$ cat config.mk
export PLATFORM = sky130hd
export DESIGN_NAME = decentering_block
export DESIGN_NICKNAME = d
export VERILOG_FILES = /design/src/rtl/decentering_block.sv
export SDC_FILE = /design/constraint.sdc
export NUM_CORES = 1
export LEC_CHECK = 0
export BUFFER_PORTS_ARGS = -buffer_cell sky130_fd_sc_hd__buf_2
export CAP_MARGIN = 10
export CORE_UTILIZATION = 30
export CTS_CLUSTER_SIZE = 10
export DETAILED_ROUTE_END_ITERATION = 10
export GPL_ROUTABILITY_DRIVEN = 0
export PLACE_DENSITY = 0.62
export SYNTH_ARGS = -nofsm -noshare
export SYNTH_HDL_FRONTEND = slang
export SYNTH_SLANG_ARGS = --single-unit
$ cat constraint.sdc
create_clock -name clk -period 5.6 [get_ports clk]
set_clock_uncertainty 0.2 [all_clocks]
set_input_delay 1.68 -clock clk [delete_from_list [all_inputs] [get_ports clk]]
set_output_delay 1.68 -clock clk [all_outputs]
set_load 0.01 [all_outputs]
$ cat src/rtl/decentering_block.sv
// -----------------------------------------------------------------------------
// decentering_block
//
// Purpose:
//   This block undoes the centering stage of the whitening path. It adds the
//   per-channel mean back onto the separated samples that leave the FastICA
//   core, before they go into the result buffer.
//   The channel means are captured once, on the GO cycle. After that the block
//   streams exactly NUM_SAMPLES four-channel frames through a valid/ready
//   pipeline with one output register, computing:
//       x_out = sat16(y_in + mean)
//   When the last frame has been taken downstream, done pulses for one cycle.
//
// Parameters:
//   NUM_SAMPLES  frames processed per run (1 .. 65535)
//   CNT_W        sample counter width, 2**CNT_W > NUM_SAMPLES
//
// Ports:
//   clk                 system clock, rising edge
//   rst                 asynchronous active-high reset
//   GO                  start pulse, honoured only while idle
//   mean1_in..mean4_in  signed channel means, captured on the GO cycle
//   in_valid            a frame is present on y1_in..y4_in
//   in_ready            the block accepts a frame this cycle
//   y1_in..y4_in        signed separated samples
//   out_valid           x1_out..x4_out hold a valid frame
//   out_ready           downstream accepts the frame
//   x1_out..x4_out      signed de-centered samples (saturated to 16 bits)
//   busy                high from GO acceptance until done
//   done                one-cycle pulse at the end of a run
//   sat_flag            sticky: some channel clipped during the current run
// -----------------------------------------------------------------------------
module decentering_block #(
    parameter int NUM_SAMPLES = 1024,
    parameter int CNT_W       = 16
) (
    input  logic               clk,
    input  logic               rst,
    input  logic               GO,
    input  logic signed [15:0] mean1_in,
    input  logic signed [15:0] mean2_in,
    input  logic signed [15:0] mean3_in,
    input  logic signed [15:0] mean4_in,
    input  logic               in_valid,
    output logic               in_ready,
    input  logic signed [15:0] y1_in,
    input  logic signed [15:0] y2_in,
    input  logic signed [15:0] y3_in,
    input  logic signed [15:0] y4_in,
    output logic               out_valid,
    input  logic               out_ready,
    output logic signed [15:0] x1_out,
    output logic signed [15:0] x2_out,
    output logic signed [15:0] x3_out,
    output logic signed [15:0] x4_out,
    output logic               busy,
    output logic               done,
    output logic               sat_flag
);

    localparam int NCH = 4;

    // The counter value at which the final frame of the run is accepted.
    localparam logic [CNT_W-1:0] LAST_IDX = CNT_W'(NUM_SAMPLES - 1);

    typedef enum logic [1:0] {
        ST_IDLE  = 2'd0,
        ST_RUN   = 2'd1,
        ST_DRAIN = 2'd2,
        ST_FIN   = 2'd3
    } state_t;

    state_t           state_reg;
    logic [CNT_W-1:0] cnt_reg;
    logic             out_valid_reg;
    logic             busy_reg;
    logic             done_reg;
    logic             sat_flag_reg;

    // The channel ports are gathered into arrays so that the datapath can be
    // built once per channel.
    logic signed [15:0] mean_in_arr [NCH];
    logic signed [15:0] y_in_arr    [NCH];
    logic signed [15:0] x_out_arr   [NCH];
    logic [NCH-1:0]     clip_vec;

    logic go_accept;
    logic in_xfer;
    logic out_xfer;

    assign mean_in_arr[0] = mean1_in;
    assign mean_in_arr[1] = mean2_in;
    assign mean_in_arr[2] = mean3_in;
    assign mean_in_arr[3] = mean4_in;

    assign y_in_arr[0] = y1_in;
    assign y_in_arr[1] = y2_in;
    assign y_in_arr[2] = y3_in;
    assign y_in_arr[3] = y4_in;

    // Handshake decode.
    // in_ready has to stay combinational on out_ready. That is how a single
    // output register can take one frame every cycle: the frame already in
    // the register leaves on the same edge that the next frame loads.
    assign go_accept = (state_reg == ST_IDLE) && GO;
    assign in_ready  = (state_reg == ST_RUN) && (!out_valid_reg || out_ready);
    assign in_xfer   = in_valid && in_ready;
    assign out_xfer  = out_valid_reg && out_ready;

    // -------------------------------------------------------------------------
    // Per-channel datapath: mean register, 17-bit add, clamp, output register
    // -------------------------------------------------------------------------
    generate
        for (genvar gi = 0; gi < NCH; gi++) begin : g_ch
            logic signed [15:0] mean_reg;
            logic signed [15:0] x_reg;
            logic        [16:0] sum;
            logic               clip;
            logic signed [15:0] sat_val;

            // Sign-extend both operands to 17 bits, so the sum cannot wrap.
            assign sum = {y_in_arr[gi][15], y_in_arr[gi]} + {mean_reg[15], mean_reg};

            // The result fits in 16 bits only when the top two bits agree.
            // If they differ, bit 16 gives the true sign, and that decides
            // which rail to clamp to.
            assign clip    = sum[16] ^ sum[15];
            assign sat_val = !clip   ? sum[15:0]   :
                             sum[16] ? 16'sh8000   :
                                       16'sh7FFF;

            always_ff @(posedge clk or posedge rst) begin
                if (rst) begin
                    mean_reg <= '0;
                    x_reg    <= '0;
                end else begin
                    if (go_accept) begin
                        mean_reg <= mean_in_arr[gi];
                    end
                    // x_reg loads only on an input transfer. That keeps it
                    // frozen while the output is stalled.
                    if (in_xfer) begin
                        x_reg <= sat_val;
                    end
                end
            end

            assign clip_vec[gi]  = clip;
            assign x_out_arr[gi] = x_reg;
        end
    endgenerate

    // -------------------------------------------------------------------------
    // Control FSM with registered status outputs
    // -------------------------------------------------------------------------
    always_ff @(posedge clk or posedge rst) begin
        if (rst) begin
            state_reg     <= ST_IDLE;
            cnt_reg       <= '0;
            out_valid_reg <= 1'b0;
            busy_reg      <= 1'b0;
            done_reg      <= 1'b0;
            sat_flag_reg  <= 1'b0;
        end else begin
            // done is a single-cycle strobe. Only the DRAIN exit sets it.
            done_reg <= 1'b0;

            case (state_reg)
                ST_IDLE: begin
                    if (GO) begin
                        cnt_reg      <= '0;
                        sat_flag_reg <= 1'b0;
                        busy_reg     <= 1'b1;
                        state_reg    <= ST_RUN;
                    end
                end

                ST_RUN: begin
                    if (in_xfer) begin
                        // A new frame replaces whatever is in the output
                        // register. Any output handshake on this same edge
                        // is absorbed, and out_valid stays high.
                        out_valid_reg <= 1'b1;
                        cnt_reg       <= cnt_reg + CNT_W'(1);
                        if (|clip_vec) begin
                            sat_flag_reg <= 1'b1;
                        end
                        if (cnt_reg == LAST_IDX) begin
                            state_reg <= ST_DRAIN;
                        end
                    end else if (out_xfer) begin
                        out_valid_reg <= 1'b0;
                    end
                end

                ST_DRAIN: begin
                    // DRAIN is entered only on an input transfer, so the
                    // output register is always full here.
                    if (out_xfer) begin
                        out_valid_reg <= 1'b0;
                        busy_reg      <= 1'b0;
                        done_reg      <= 1'b1;
                        state_reg     <= ST_FIN;
                    end
                end

                ST_FIN: begin
                    state_reg <= ST_IDLE;
                end

                default: begin
                    state_reg <= ST_IDLE;
                end
            endcase
        end
    end

    assign out_valid = out_valid_reg;
    assign busy      = busy_reg;
    assign done      = done_reg;
    assign sat_flag  = sat_flag_reg;

    assign x1_out = x_out_arr[0];
    assign x2_out = x_out_arr[1];
    assign x3_out = x_out_arr[2];
    assign x4_out = x_out_arr[3];

endmodule
After elaboration in Yosys (flattened, before gate mapping)
Cells that the tools add are included.
- bits in registers: 150
- $add $sub $neg: 5
- equality and inequality tests: 9
- multiplexer cells: 28
- bitwise logic cells: 4
- reduce and logical (&&, ||, !) cells: 15
- operators with widths (cell ; number):
    $mux 16 ; 10
    $add 16x16->17 ; 4
    $pmux 16 s2 ; 1
    $add 16x1->16 const B ; 1
    $eq 16x10->1 const B ; 1
    $mux 1 ; 9
    $mux 2 ; 4
    $pmux 2 s4 ; 1
    $reduce_and 4->1 ; 2
    $ne 2x2->1 const B ; 3
    $pmux 1 s2 ; 3
    $reduce_and 3->1 ; 2
    $reduce_bool 2->1 ; 3
    $eq 2x2->1 const B ; 2
    $logic_and 1x1->1 ; 4
    $ne 2x1->1 const B ; 2
    $reduce_or 4->1 ; 1
    $xor 1x1->1 ; 4
    $eq 2x1->1 const B ; 1
    $logic_not 2->1 ; 1
    $logic_not 1->1 ; 1
    $logic_or 1x1->1 ; 1

Longest topological paths before layout
- depth after elaboration: 6
- gate-level depth with buffers: 12
- depth with buffers taken out: 11

Worst setup path before layout
No wires, ideal clock.
- path kind: input to register
- start point: in y4_in[0]
- end point: reg g_ch[3].x_reg[2], in the netlist x4_out[2]
- arrival: 3.850 ns
- data required time: 5.324 ns
- setup slack: 1.474 ns
- cell stages on the path: 12
- path through: ha_1 > inv_1 > fa_1 > nor2b_1 > o2111ai_1 > and3_1 > or2_4 > o21bai_2 > o21ai_2 > buf_6 > maj3_1 > o21ai_1
- cells in the longest elaborated chain, start to end: 3
- ends and longest elaborated chain (item ; RTL line ; text):
    start, declared ; 49 ; input logic signed [15:0] y4_in,
    $add 16x16->17 * ; 122 ; assign sum = {y_in_arr[gi][15], y_in_arr[gi]} + {mean_reg[15], mean_reg};
    $mux 16 / $xor 1x1->1 (equally long branches) ; 129, 127 ;
    $mux 16 * ; 128 ; assign sat_val = !clip ? sum[15:0] :
    end signal, assigned ; 143 ; x_reg <= sat_val;
    end, declared ; 116 ; logic signed [15:0] x_reg;
Every way passes the cells marked *; elsewhere a longest branch is shown, timed or not.
A chain may end at the register's enable or synchronous reset.

Worst setup path in the final report
- start point: in y1_in[0]
- end point: reg g_ch[0].x_reg[3], in the netlist x1_out[3]
- cells in the longest elaborated chain, start to end: 3
- ends and longest elaborated chain (item ; RTL line ; text):
    start, declared ; 46 ; input logic signed [15:0] y1_in,
    $add 16x16->17 * ; 122 ;
    $mux 16 / $xor 1x1->1 (equally long branches) ; 129, 127 ;
    $mux 16 * ; 128 ;
    end signal, assigned ; 143 ;
    end, declared ; 116 ;
Marks and branches as above.

==> results_dict.tcl <==
set metrics [dict create \
    ys.warnings.count 0 \
    nets 1369 \
    design_area_um2 11600 \
    netlist-cell-type-count 82 \
    worstSkewPairLatency_ns 0.44 \
    io_pins 202 \
    root_buffer "clkbuf_16" \
    drc 0 \
    grt_pass1_wl_um 39800 \
    finalCriticalPeriod_ns 4.18 \
    p_per_area_nw_per_um2 634 \
    cts_hold_buf 0 \
    synthCells 970 \
    worstHoldEndpoint "x1_out[13]" \
    synth_ff_type "dfrtp_1" \
    fp.dieH_um 181 \
    grt_max_degree 89 \
    post_cts_buffers 0 \
    place_inst 1546 \
    min_from "x1_out[13]" \
    yosysTopAreaCellShare_pct 39.2 \
    worst_slew_pin_slew_ns 0.929 \
    reg2regPathDepth 11 \
    avgSynthCellArea_um2 9.87 \
    worstPathRequired_ns 5.72 \
    outcome "finished, final reports clean" \
    fmax_ghz 0.239 \
    grt_pass1_vias 7701 \
    holdPathStages 2 \
    end_kind "register" \
    synth_top_area_cell "dfrtp_1" \
    place_area_um2 11000 \
    yosysSeqAreaShare_pct 39.2 \
    vias_per_cell 4.92 \
    coreArea_um2 31500 \
    finalSetupViolCount 0 \
    post_cts_resize_count 0 \
    finalMaxSlewViolations 0 \
    firstDrtPassIters 5 \
    start_kind "primary input" \
    drive_above_1_share_pct 28.2 \
    fin_tns_setup_ns 0 \
    areaGrowthSynthToFinish_pct 20.9 \
    htree_levels 4 \
    portBuffers 201 \
    synthArstFlopShare_pct 100 \
    dr.first_iter.drc_count 393 \
    yosys-top-cells-count "dfrtp_1 (150), nand2_1 (96), o21ai_0 (83)" \
    max_cap_violations 0 \
    ys_ff_latch 150 \
    grt.overflow.total 0 \
    cts_tree "built" \
    r2r-start "g_ch[0].mean_reg[0]" \
    antenna_left 0 \
    yosysMostFrequentCell "dfrtp_1" \
    die_x_um 181 \
    syn_nets 1176 \
    clk_pin_slew_ns 0.06 \
    cts_buffers 17 \
    ir_worst_vdd_uv 225 \
    stdcell_count 1578 \
    num_vias 7762 \
    r2r_setup_slack_ns 2.39 \
    rsz0062_at_grt "no" \
    syn_area_um2 9570 \
    num_rows 65 \
    largest_register_ffs 64 \
    hold_violations 0 \
    antenna_found_initial 6 \
    synth-edff-count 0 \
    finalCritPeriodShare_pct 74.7 \
    crit_type "in2reg" \
    p_leak_nw 5.41 \
    die-area_um2 32600 \
    wirelength_um 24400 \
    track_usage_pct 15.3 \
    hold_class "reg2reg" \
    worst_ep_arrival_time_ns 4.30 \
    cts_buffer_depth 2 \
    relSlewSlack_pct 37.9 \
    hpwl_um 18700 \
    cts.sinks 150 \
    timing.rr.end "x1_out[3]" \
    wl_per_cell_um 15.5 \
    path_max_fanout 17 \
    initial_core_util_pct 30.4 \
    synthTopCellsByArea "dfrtp_1 (39%), ha_1 (9.0%), mux2_2 (7.5%)" \
]
==> final cells by class <==
cell class,count,area [µm²]
Timing Repair Buffer,206,1060
Fill cell,3176,19900
Inverter,33,128
Clock buffer,19,443
Multi-Input combinational cell,755,5560
Sequential cell,150,3750
Antenna cell,1,2.50
Tap cell,402,503
Clock inverter,12,130
==> worst max-delay path, cell delays in order <==
cell and delay [ns]:
buf_2 0.10, ha_1 0.22, inv_1 0.07, fa_1 0.20, nor2b_1 0.07, o2111ai_1 0.33
nand3_1 0.21, a31oi_1 0.27, nand2_1 0.12, mux2i_4 0.47, a21oi_1 0.29, a22o_1 0.26
==> layer usage <==
layer | share of wire, % | wire [µm] | track usage [%] | vias to the layer above
li1 | - | - | - | 3891
met1 | 46 | 11200 | 19.3 | 3666
met2 | 45 | 11000 | 24.3 | 171
met3 | 7.5 | 1840 | 6.02 | 26
met4 | 1.1 | 278 | 4.31 | 8
met5 | 0.20 | 49 | 0 | -
==> cells by family (layout without fill, tap and decap cells) <==
kind of cell,Yosys count,in the layout,share of synthesized area [%]
AO/OA/AOI/OAI,268,268,18.3
XOR/XNOR,66,66,6.47
adder cells (fa/ha/maj),101,101,12.8
buffers and inverters,65,270,2.84
flip-flops,150,150,39.2
multiplexers,68,68,8.12
other,0,1,0
AND/OR/NAND/NOR,252,252,12.3
==> per-stage QoR <==
step	hold slack, ns	utilization (%)	power [mW]	setup WS, ns
global route	0.305	36.8	8.01	1.20
CTS	0.280	36.8	7.42	1.45
detailed placement	0.265	34.9	6.23	0.979
finish	0.276	36.8	7.34	1.42
floorplan	0.284	-	5.14	1.47
global placement	0.255	34.9	6.15	0.994
==> layout by cell type, fill, tap and decap left out, drive strengths merged, types with 10 or more instances in the layout <==
cell / count
a21oi: 41
o211ai: 10
dfrtp: 150
inv: 33
nand3: 17
nor2: 62
maj3: 28
ha: 69
clkbuf: 19
buf: 206
mux2: 64
and3: 10
a21o: 21
nor3: 14
nand2b: 14
o21a: 10
xor2: 34
a211oi: 11
xnor2: 32
nand2: 97
o21ai: 106
==> how the worst max path moves through the flow <==
stage	cells past startpoint	slack (ns)	start	end
finish	12	1.42	y1_in[0]	x1_out[3]
global placement	12	0.99	y1_in[0]	x1_out[3]
CTS	12	1.45	y1_in[0]	x1_out[3]
global route	12	1.20	y1_in[0]	x1_out[3]
detailed placement	12	0.98	y1_in[0]	x1_out[3]
floorplan	12	1.47	y4_in[0]	x4_out[2]
==> where the power goes <==
group	total [mW]	internal (mW)	switching (mW)	leakage, nW
clock	1.16	0.664	0.491	0.267
sequential	1.87	1.58	0.284	1.84
combinational	4.32	1.91	2.41	3.30
total	7.34	4.15	3.19	5.41
Note: power is estimated with default switching activity, not from simulation.
